--- src/rtl/hdlc_line_monitor.sv ---
// HDLC bit-stream monitor: detects flags, aborts, idle and stuffed zeros on one serial line,
// checks destuffed frame length/alignment and keeps saturating event counters.
module hdlc_line_monitor #(
    parameter int unsigned MAX_FRAME_BYTES = 128,
    parameter int unsigned IDLE_LEN        = 8,
    parameter int unsigned CNT_W           = 16
) (
    input  logic                                 i_clk,
    input  logic                                 i_rst_n,
    input  logic                                 i_enable,
    input  logic                                 i_line,
    input  logic                                 i_clr_cnt,
    output logic                                 o_line_idle,
    output logic                                 o_in_frame,
    output logic                                 o_flag_detect,
    output logic                                 o_abort_detect,
    output logic                                 o_stuff_removed,
    output logic                                 o_frame_done,
    output logic [$clog2(MAX_FRAME_BYTES+2)-1:0] o_frame_bytes,
    output logic                                 o_frame_align_err,
    output logic                                 o_frame_overflow,
    output logic [CNT_W-1:0]                     o_flag_cnt,
    output logic [CNT_W-1:0]                     o_abort_cnt,
    output logic [CNT_W-1:0]                     o_frame_cnt,
    output logic [CNT_W-1:0]                     o_err_cnt
);

    localparam int unsigned FbW    = $clog2(MAX_FRAME_BYTES + 2);
    localparam int unsigned BitMax = (MAX_FRAME_BYTES + 2) * 8 + 7;
    localparam int unsigned BcW    = $clog2(BitMax + 1);
    localparam int unsigned RawW   = BcW - 3;
    localparam int unsigned OnesW  = $clog2(IDLE_LEN + 1);

    localparam logic [7:0]       Flag     = 8'h7E;
    localparam logic [7:0]       Abort    = 8'h7F;
    localparam logic [BcW-1:0]   BitSat   = BcW'(BitMax);
    localparam logic [OnesW-1:0] OnesSat  = OnesW'(IDLE_LEN);
    localparam logic [RawW-1:0]  MaxBytes = RawW'(MAX_FRAME_BYTES);
    localparam logic [FbW-1:0]   BytesSat = FbW'(MAX_FRAME_BYTES + 1);

    typedef enum logic [1:0] {StHunt, StOpen, StData} state_e;

    state_e           r_state;
    logic [6:0]       r_hist;
    logic [OnesW-1:0] r_ones;
    logic [BcW-1:0]   r_bits;

    logic [7:0]       w_hist;
    logic             w_flag;
    logic             w_abort;
    logic             w_stuffed;
    logic [OnesW-1:0] w_ones_next;
    logic [BcW-1:0]   w_frame_bits;
    logic [RawW-1:0]  w_frame_bytes;
    logic             w_overflow;
    logic             w_align_err;
    logic             w_done;
    logic             w_abort_evt;
    logic             w_err_evt;

    // Newest bit enters at bit 0; a flag or abort is matched on the 8 most recent bits.
    assign w_hist      = {r_hist, i_line};
    assign w_flag      = (w_hist == Flag);
    assign w_abort     = (w_hist == Abort);
    assign w_stuffed   = !i_line && (r_ones == OnesW'(5));
    assign w_ones_next = !i_line ? '0 : ((r_ones == OnesSat) ? r_ones : r_ones + OnesW'(1));

    // r_bits already includes the seven closing-flag bits before the terminating zero.
    assign w_frame_bits  = r_bits - BcW'(7);
    assign w_frame_bytes = w_frame_bits[BcW-1:3];
    assign w_overflow    = (w_frame_bytes > MaxBytes);
    assign w_align_err   = |w_frame_bits[2:0];
    assign w_done        = (r_state == StData) && w_flag && (r_bits > BcW'(7));
    assign w_abort_evt   = (r_state == StData) && w_abort;
    assign w_err_evt     = w_abort_evt || (w_done && (w_align_err || w_overflow));

    function automatic logic [CNT_W-1:0] sat_inc(input logic [CNT_W-1:0] v, input logic inc);
        return (inc && (v != '1)) ? v + CNT_W'(1) : v;
    endfunction

    always_ff @(posedge i_clk) begin
        if (!i_rst_n) begin
            r_state           <= StHunt;
            r_hist            <= '1;
            r_ones            <= '0;
            r_bits            <= '0;
            o_line_idle       <= 1'b0;
            o_in_frame        <= 1'b0;
            o_flag_detect     <= 1'b0;
            o_abort_detect    <= 1'b0;
            o_stuff_removed   <= 1'b0;
            o_frame_done      <= 1'b0;
            o_frame_bytes     <= '0;
            o_frame_align_err <= 1'b0;
            o_frame_overflow  <= 1'b0;
            o_flag_cnt        <= '0;
            o_abort_cnt       <= '0;
            o_frame_cnt       <= '0;
            o_err_cnt         <= '0;
        end else begin
            o_flag_detect   <= 1'b0;
            o_abort_detect  <= 1'b0;
            o_stuff_removed <= 1'b0;
            o_frame_done    <= 1'b0;
            if (i_enable) begin
                r_hist          <= w_hist[6:0];
                r_ones          <= w_ones_next;
                o_line_idle     <= (w_ones_next == OnesSat);
                o_flag_detect   <= w_flag;
                o_abort_detect  <= w_abort_evt;
                o_stuff_removed <= w_stuffed && (r_state != StHunt);
                o_frame_done    <= w_done;
                if (w_done) begin
                    o_frame_bytes     <= w_overflow ? BytesSat : w_frame_bytes[FbW-1:0];
                    o_frame_align_err <= w_align_err;
                    o_frame_overflow  <= w_overflow;
                end
                unique case (r_state)
                    StHunt: begin
                        if (w_flag) begin
                            r_state    <= StOpen;
                            o_in_frame <= 1'b1;
                        end
                    end
                    StOpen: begin
                        if (w_flag) begin
                            r_state <= StOpen;
                        end else if (w_abort) begin
                            r_state    <= StHunt;
                            o_in_frame <= 1'b0;
                        end else begin
                            r_state <= StData;
                            r_bits  <= w_stuffed ? '0 : BcW'(1);
                        end
                    end
                    StData: begin
                        if (w_flag) begin
                            r_state <= StOpen;
                        end else if (w_abort) begin
                            r_state    <= StHunt;
                            o_in_frame <= 1'b0;
                        end else if (!w_stuffed && (r_bits != BitSat)) begin
                            r_bits <= r_bits + BcW'(1);
                        end
                    end
                    default: begin
                        r_state    <= StHunt;
                        o_in_frame <= 1'b0;
                    end
                endcase
                o_flag_cnt  <= sat_inc(o_flag_cnt, w_flag);
                o_abort_cnt <= sat_inc(o_abort_cnt, w_abort_evt);
                o_frame_cnt <= sat_inc(o_frame_cnt, w_done);
                o_err_cnt   <= sat_inc(o_err_cnt, w_err_evt);
            end
            if (i_clr_cnt) begin
                o_flag_cnt  <= '0;
                o_abort_cnt <= '0;
                o_frame_cnt <= '0;
                o_err_cnt   <= '0;
            end
        end
    end

endmodule

--- config.mk ---
export PLATFORM = sky130hd
export DESIGN_NAME = hdlc_line_monitor
export DESIGN_NICKNAME = d
export VERILOG_FILES = /design/src/rtl/hdlc_line_monitor.sv
export SDC_FILE = /design/constraint.sdc
export NUM_CORES = 1
export LEC_CHECK = 0
export BUFFER_PORTS_ARGS = -buffer_cell sky130_fd_sc_hd__buf_2
export CORE_MARGIN = 2
export CORE_UTILIZATION = 35
export CTS_CLUSTER_SIZE = 25
export DETAILED_ROUTE_END_ITERATION = 8
export SETUP_SLACK_MARGIN = 0.15
export SLEW_MARGIN = 20
export SYNTH_ARGS = -nofsm -noshare
export SYNTH_HDL_FRONTEND = slang
export SYNTH_SLANG_ARGS = --single-unit
--- constraint.sdc ---
create_clock -name i_clk -period 3.05 [get_ports i_clk]
set_input_delay 0.61 -clock i_clk [delete_from_list [all_inputs] [get_ports i_clk]]
set_output_delay 0.61 -clock i_clk [all_outputs]
set_load 0.02 [all_outputs]
==> results.md <==
* Most common cell after layout, fill and taps aside: dfxtp_1
* Post-CTS setup buffers at 0
* Asr flop ratio synth at 0%
* Cell Chain, Critical Path: ha_1, and4b_1, o41ai_4, nor4_1, a21oi_4, or4_1, a21oi_1
* Nets at 702
* Pre-antenna DRT Iters at 5
* Starting DRT DRC Count at 355
* Min cycle time layout at 2.63 ns
* Cts repair resizes at 0
* Max transition margin at 50.1%
* Initial Util at 35.6%
* Vias per cell at 5.31
* RSZ-0062 raised after global routing: false
* Final antenna-violating net count at 0
* Yosys cell types at 58
* VDD IR max at 0.000257 V
* Worst-path clk slew at 0.08 ns
* Num CTS Buffers at 9
* Placement row count at 44
* IO Port Bufs at 84
* First-pass GRT wire length at 20.8 mm
* Synth warn at 0
* Core Box Area at 0.0145 mm²
* Pleak at 2.34 nW
* Hold slack at 0.496 ns
* Synthesized area at 0.00516 mm²
* Hold crit path type: flip-flop to flip-flop
* Io pins at 85
* Fin. max-slew vios at 0
* Area grow syn2layout at 16.6%
* CP Class: flip-flop to flip-flop
* Register area share after synthesis at 40.4%
* Finish-stage setup viols at 0
* Detailed placer's ending HPWL at 8.82 mm
* CP peak stage delay at 0.52 ns
* #FFs+latches synth at 104
* Gate Count Post-Synth at 611
* Die W at 125 µm
* EDFF count, synth at 0
* Ys flop type: dfxtp_1
* Pin slew with the least headroom to its limit at 0.744 ns
* Worst path slowest cell: nor4_1
* Chip height at 125 µm
* Worst setup EP type: flip-flop
* Final hold vios at 0
* Root buf cell: clkbuf_16
* Largest net degree at the start of global routing at 43
* DR WL/cell at 14.0 µm
* R2R depth at 7
* Hold_buf cts at 0
* DR DRC count at 0
* Detailed-route via count at 4639
* CTS Sinks at 104
* Fin Clk Skew at 0.0121 ns
* Share of cells above drive strength 1 at 17.1%
* Max Freq at 380 MHz
* Clock Latency Late Sink at 0.36 ns
* WL final at 12.2 mm
* Ant. Diodes at 0
* PD cells at 424 mW/mm²
* Syn_area_per_cell at 8.44 µm²
* GR Overflow Total at 0
* Stages on worst setup path at 7
* Cell depth of the worst hold path at 2
* Initial antenna violation count at 0
* Most frequent cells in the layout: dfxtp_1, buf_2, nor2_1, nand2_1, nand3_1
* Die Area at 0.0157 mm²
* Vias in the first global route at 4262
* Total power at 2.55 mW
* GRT Overall Usage at 15.8%
* Bufs and invs on worst path at 0
* CP required at 3.34 ns
* CP top delay family: simple AND/OR/NAND/NOR gates
* Period utilization at 86.3%
* Peak fanout along the critical path at 19
* Status: complete, no violations
* H-tree levels at 3
* GP Congestion at 0.847
* Syn Nets at 629
* Max_cap viols at 0
* Worst endpoint data arrival time at 2.92 ns
* Setup TNS at 0 ns
* Setup crit start kind: flip-flop
* CTS tree: done
* Max Buffers Root-to-Sink at 2
-- area by class of cell --
type,count,area [µm²]
Fill cell,1466,8470
Timing Repair Buffer,91,473
Inverter,23,86.3
Clock buffer,11,243
Tap cell,184,230
Clock inverter,5,40.0
Multi-Input combinational cell,455,2860
Sequential cell,104,2080
-- cell families (layout without fill, tap and decap cells) --
kind of cell             Yosys count  after routing  synth area share, %
AO/OA/AOI/OAI                     87             87                 12.1
AND/OR/NAND/NOR                  288            288                 28.4
adder cells (fa/ha/maj)           13             13                 3.15
XOR/XNOR                          52             52                 8.83
multiplexers                      15             15                 2.94
flip-flops                       104            104                 40.4
buffers and inverters             52            130                 4.25
-- flip-flops by register name, summed over array words and instances (netlist names), 2 cells and up --
register       flops
o_abort_cnt       16
o_err_cnt         16
o_flag_cnt        16
o_frame_cnt       16
r_bits            11
o_frame_bytes      8
r_hist             7
r_ones             4
r_state            2
-- routing by layer --
layer	wire length (µm)	global-route usage (%)	vias up	part of all wire, %
met5	0	0	-	0
met4	227	6.47	0	1.9
met3	412	2.82	16	3.4
met2	5700	24.9	90	47
met1	5880	21.5	2210	48
li1	-	-	2323	-
-- path summary, 6_finish.rpt --
path	from	endpoint	slack [ns]
setup / recovery	r_bits[0]	o_err_cnt[13]	0.42
hold / removal	r_hist[6]	r_hist[6]	0.50
setup reg to reg	r_bits[0]	o_err_cnt[13]	0.42
hold reg to reg	r_hist[6]	r_hist[6]	0.50
-- metrics by stage --
step           std cells  utilization, %  setup WS [ns]  cell area (µm²)
6_report             873            41.5          0.417             6010
5_1_grt              873            41.5          0.233             6010
4_1_cts              873            41.5          0.408             6010
3_5_place_dp         857            39.6          0.344             5730
3_3_place_gp         857            39.6          0.443             5730
2_1_floorplan        611               -          0.589             5160
-- synthesized netlist by cell type, types with 10 or more instances --
cell        n  area [µm²]
o21ai_0    17        85.1
or4_1      10        75.1
and2_1     12        75.1
xor2_1     29         254
mux2i_1    14         140
nand3_1    36         180
inv_1      23        86.3
dfxtp_1   104        2080
clkbuf_1   22        82.6
nand4_1    24         150
a21oi_1    21         105
nor3_1     14        70.1
or3_1      14        87.6
xnor2_1    23         201
nor4_1     15        93.8
nand2_1    50         188
nor2_1     82         308
ha_1       13         163
-- worst reg2reg max path: cells and delay by family, from the launching register on --
kind	cells	cell delay, ns
simple gates	3	1.40
compound gates	3	0.48
flops	1	0.36
fa+ha+maj	1	0.32
-- where the power goes --
group          internal, mW  switching [mW]  total, mW
clock network         0.585           0.541       1.13
logic                0.0144          0.0428     0.0572
registers              1.36         0.00434       1.36
Note: power is estimated with default switching activity, not from simulation.
